## config.mk

```make
export PLATFORM = sky130hd
export DESIGN_NAME = tw_core
export DESIGN_NICKNAME = d
export VERILOG_FILES = /design/src/rtl/tw_core.sv
export SDC_FILE = /design/constraint.sdc
export NUM_CORES = 1
export LEC_CHECK = 0
export ABC_CLOCK_PERIOD_IN_PS = 5000
export CORE_MARGIN = 2
export CORE_UTILIZATION = 59
export CTS_BUF_LIST = sky130_fd_sc_hd__clkbuf_8
export CTS_CLUSTER_SIZE = 14
export DETAILED_ROUTE_END_ITERATION = 10
export PLACE_DENSITY = 0.83
export SYNTH_ARGS = -nofsm -noshare
export SYNTH_HDL_FRONTEND = slang
export SYNTH_SLANG_ARGS = --single-unit
export TNS_END_PERCENT = 30
```

## constraint.sdc

```tcl
create_clock -name clock_i -period 5 [get_ports clock_i]
set_clock_uncertainty 0.15 [all_clocks]
set_input_delay 0.5 -clock clock_i [delete_from_list [all_inputs] [get_ports clock_i]]
set_output_delay 0.5 -clock clock_i [all_outputs]
set_load 0.01 [all_outputs]
```

## src/rtl/tw_core.sv

```systemverilog
// tw_core: TD4-style 4-bit-lineage core with fetch handshake, user/priv banks, level IRQ and TRAP/RETI
module tw_core #(
    parameter int DATA_W   = 4,
    parameter int ADDR_W   = 4,
    parameter int TRAP_VEC = 12
) (
    input  logic                clock_i,
    input  logic                reset_i,
    output logic                instr_req_o,
    output logic [ADDR_W-1:0]   instr_addr_o,
    input  logic                instr_valid_i,
    input  logic [DATA_W+3:0]   instr_data_i,
    input  logic [DATA_W-1:0]   in_i,
    output logic [DATA_W-1:0]   out_o,
    input  logic                irq_i,
    output logic                priv_o
);
    typedef enum logic {FETCH, EXEC} state_t;
    state_t state_q, state_d;
    logic [DATA_W+3:0] ir_q, ir_d;
    logic [DATA_W-1:0] a_q [2], a_d [2], b_q [2], b_d [2];
    logic [1:0] c_q, c_d;
    logic [ADDR_W-1:0] pc_q, pc_d, epc_q, epc_d;
    logic [DATA_W-1:0] out_q, out_d;
    logic priv_q, priv_d;
    logic [3:0] op;
    logic [DATA_W-1:0] imm;
    logic [DATA_W:0] sum_a, sum_b;
    logic [ADDR_W-1:0] pc_inc, imm_ext;
    logic bank;

    assign op      = ir_q[DATA_W+3:DATA_W];
    assign imm     = ir_q[DATA_W-1:0];
    assign bank    = priv_q;
    assign sum_a   = {1'b0, a_q[bank]} + {1'b0, imm};
    assign sum_b   = {1'b0, b_q[bank]} + {1'b0, imm};
    assign pc_inc  = pc_q + 1'b1;
    assign imm_ext = ADDR_W'(imm);

    always_ff @(posedge clock_i or posedge reset_i) begin
        if (reset_i) begin
            state_q <= FETCH;
            ir_q    <= '0;
            a_q     <= '{default: '0};
            b_q     <= '{default: '0};
            c_q     <= '0;
            pc_q    <= '0;
            epc_q   <= '0;
            out_q   <= '0;
            priv_q  <= 1'b0;
        end else begin
            state_q <= state_d;
            ir_q    <= ir_d;
            a_q     <= a_d;
            b_q     <= b_d;
            c_q     <= c_d;
            pc_q    <= pc_d;
            epc_q   <= epc_d;
            out_q   <= out_d;
            priv_q  <= priv_d;
        end
    end

    always_comb begin
        state_d = state_q == FETCH ? (instr_valid_i ? EXEC : FETCH) : FETCH;
    end

    always_comb begin
        instr_req_o  = state_q == FETCH;
        instr_addr_o = pc_q;
        out_o        = out_q;
        priv_o       = priv_q;
    end

    always_comb begin
        ir_d   = (state_q == FETCH && instr_valid_i) ? instr_data_i : ir_q;
        a_d    = a_q;
        b_d    = b_q;
        c_d    = c_q;
        pc_d   = pc_q;
        epc_d  = epc_q;
        out_d  = out_q;
        priv_d = priv_q;
        if (state_q == EXEC) begin
            // A pending user-mode IRQ pre-empts the fetched instruction entirely
            if (irq_i && !priv_q) begin
                epc_d  = pc_q;
                priv_d = 1'b1;
                pc_d   = ADDR_W'(TRAP_VEC);
            end else begin
                pc_d      = pc_inc;
                c_d[bank] = 1'b0;
                case (op)
                    4'h0: {c_d[bank], a_d[bank]} = sum_a;
                    4'h1: a_d[bank] = b_q[bank];
                    4'h2: a_d[bank] = in_i;
                    4'h3: a_d[bank] = imm;
                    4'h4: b_d[bank] = a_q[bank];
                    4'h5: {c_d[bank], b_d[bank]} = sum_b;
                    4'h6: b_d[bank] = in_i;
                    4'h7: b_d[bank] = imm;
                    4'h8: begin
                        epc_d  = priv_q ? epc_q : pc_inc;
                        priv_d = 1'b1;
                        pc_d   = priv_q ? pc_inc : ADDR_W'(TRAP_VEC);
                    end
                    4'h9: out_d = b_q[bank];
                    4'hB: out_d = imm;
                    4'hC: begin
                        a_d[0] = priv_q ? a_q[1] : a_q[0];
                        a_d[1] = priv_q ? a_q[0] : a_q[1];
                    end
                    4'hD: begin
                        pc_d   = priv_q ? epc_q : pc_inc;
                        priv_d = 1'b0;
                    end
                    4'hE: pc_d = c_q[bank] ? pc_inc : imm_ext;
                    4'hF: pc_d = imm_ext;
                    default: ;
                endcase
            end
        end
    end
endmodule

```

==> flow_summary.yaml <==
status:
  status: "completed"
place:
  place_hpwl_um: 6186
  dp.cells: 440
  portBuffers: 25
  routabilityCongestion: 0.9205
  dp_slack_ns: 1.993
logic_synthesis:
  avgSynthCellArea_um2: 8.423
  synth-compound-area-share_pct: 29.07
  synth_fp_nets: 396
  synth_edf_count: 0
  yosysSeqAreaShare_pct: 32.21
  async_reset_ff_share_pct: 100.0
  synthSimpleGateAreaFrac_pct: 17.95
  synth.distinct_cells: 64
  synth_top_family_by_area: "compound AO/OA/AOI/OAI gates"
  synth_fa_ha_area_share_pct: 4.911
  synthCells: 369
  synth_area_um2: 3108
  synth_xor_area_share_pct: 2.254
  synthMuxAreaShare_pct: 7.609
  ys_warn_count: 0
  synth_flop_cell: "dfrtp_1"
  synth_seq_cells: 40
sta:
  hold_ws_ns: 0.3373
  slew_headroom_pct: 37.81
  finalCritPeriodShare_pct: 63.01
  finalMaxSlewViolations: 0
  setup_tns_ns: 0
  rsz0062_at_grt: "false"
  finalSetupViolations: 0
  tightest_slew_ns: 0.9328
  hold_viol_final: 0
  layout_min_cycle_time_ns: 3.150
  max_freq_mhz: 317.4
  worst_slack_ns: 1.850
pwr:
  finalPower_uw: 1889
  p_per_area_nw_per_um2: 548.7
  peakVddDrop_uv: 309.9
  power.leakage_uw: 0.001397
die:
  die_height_um: 76.58
  num_rows: 26
  die_w_um: 76.58
  ios: 26
  dieArea_um2: 5865
  start_util_pct: 60.85
  core_um2: 5107
critical_path:
  cp.required_ns: 5.05
  worstPathArrival_ns: 3.20
  cp_max_fo: 30
  critPathKind: "reg -> reg"
  ff2ff_setup_slack_ns: 1.85
  end_kind: "flop"
  start_kind: "flop"
finish:
  drive_above_1_share_pct: 9.259
  nets: 404
  syn_to_final_growth_pct: 10.75
  n_fill_cell: 436
  layout.cells.non_filler: 448
  n_antenna_cell: 0
routing:
  remaining_drc_errors: 0
  dr.first_iter.drc_count: 485
  vias_per_cell: 6.801
  routed_wl_um: 8930
  vias: 3047
  firstDrtPassIters: 6
  antenna_left: 0
  wire_per_inst_um: 19.93
cts:
  h-tree-depth: 2
  cts.path.max_buffers: 2
  clock-sinks: 40
  clk_pin_slew_worst_paths_ns: 0.09
  cts_resized: 0
  cts_buffers: 5
  cts_setup_buffers: 0
  ctsHoldBuffers: 0
  clock_latency_ns: 0.30
  tritoncts: "yes"
  cts_root_buf: "clkbuf_8"
global_routing:
  grt-ovfl-total: 0
  grt_start_max_net_pins: 44
  grt_util_all_layers_pct: 31.34
  grt_pass1_wl_um: 14790
  antenna_found_initial: 0
  grt_pass1_vias: 2881
run:
  cap_viol_max_count: 0
min_path:
  hold_path_class: "reg -> reg"
## synth_stat cells (3+ instances only)
cell type | n | area share [%]
a22oi_1 | 3 | 0.72
mux2i_1 | 9 | 2.9
mux2_2 | 13 | 4.7
nand2_1 | 45 | 5.4
a21o_1 | 4 | 0.97
a311oi_1 | 3 | 0.85
o2bb2ai_1 | 3 | 0.85
nand3_1 | 7 | 1.1
o211ai_1 | 4 | 0.97
o32ai_1 | 3 | 0.85
o21ai_0 | 40 | 6.4
nor2b_1 | 4 | 0.81
o221ai_1 | 5 | 1.4
a21oi_1 | 32 | 5.2
clkbuf_1 | 8 | 0.97
inv_1 | 6 | 0.72
nor2_1 | 22 | 2.7
nand4_1 | 3 | 0.60
o32a_1 | 5 | 1.6
o22ai_1 | 6 | 1.2
buf_2 | 13 | 2.1
nand3b_1 | 3 | 0.72
xor2_1 | 3 | 0.85
buf_4 | 4 | 0.97
a32oi_1 | 4 | 1.1
dfrtp_1 | 40 | 32
nor3_1 | 6 | 0.97
nand2b_1 | 6 | 1.2
a31oi_1 | 7 | 1.4
xnor2_1 | 5 | 1.4
ha_1 | 9 | 3.6
## per-layer routing
| metal | part of all wire [%] | vias to the layer above | GRT usage (%) |
|---|---|---|---|
| met5 | 0 | - | 0 |
| met1 | 42 | 1427 | 44.86 |
| met2 | 46 | 214 | 47.52 |
| met3 | 10 | 23 | 6.043 |
| li1 | - | 1383 | - |
| met4 | 2.1 | 0 | 10.91 |
## cell type report
cell class              instances  area, µm²  area share [%]
clock buffers                   5      68.82           1.999
inverters                       8      30.03          0.8724
well taps                      70      87.58           2.545
clock inverters                 3      46.29           1.345
flip-flops and latches         40       1001           29.08
multi-input cells             292       1921           55.80
repair buffers                 30      287.8           8.361
## worst paths after layout
kind	from	end	cells after the start
min	c_q[1]	c_q[1]	2
max in group asynchronous	reset_i	async pin	3
min reg2reg	c_q[1]	c_q[1]	2
max	priv_o	flop	7
max reg2reg	priv_o	flop	7
min in group asynchronous	reset_i	ir_q[0]	3
## power by group
part	total (µW)	switching, µW	internal (µW)	leakage (µW)
Clock	282	132	151	0.0000548
Combinational	978	517	461	0.000849
Sequential	628	186	442	0.000493
Total	1890	835	1050	0.00140
## placed cells by master (no fill, tap or decap), types with 9 or more instances in the layout
cell and count:
mux2i_1 9, o21ai_0 40, nor2_1 22, mux2_2 13
dfrtp_1 40, a21oi_1 32, ha_1 9, clkdlybuf4s50_1 25
nand2_1 45
## worst max-delay path, stage by stage (launching register included)
cell and delay [ns]:
dfrtp_1 0.96, buf_4 0.44, mux2_2 0.39, ha_1 0.33, nand2b_1 0.16, mux2i_1 0.23, a211oi_1 0.09, o32ai_1 0.31
## stage by stage
stage	cell area, µm²	utilization (%)
2_1_floorplan	3108	-
3_3_place_gp	3327	65.14
3_5_place_dp	3327	65.14
4_1_cts	3442	67.39
5_1_grt	3442	67.39
6_report	3442	67.39
## logic make-up (layout without fill, tap and decap cells)
family	after synthesis	count (layout)
AO/OA/AOI/OAI	138	138
XOR/XNOR	8	8
adder cells (fa/ha/maj)	11	11
AND/OR/NAND/NOR	113	113
multiplexers	22	22
buffers and inverters	37	46
flip-flops	40	40
Power figures use the tool's default switching activity.
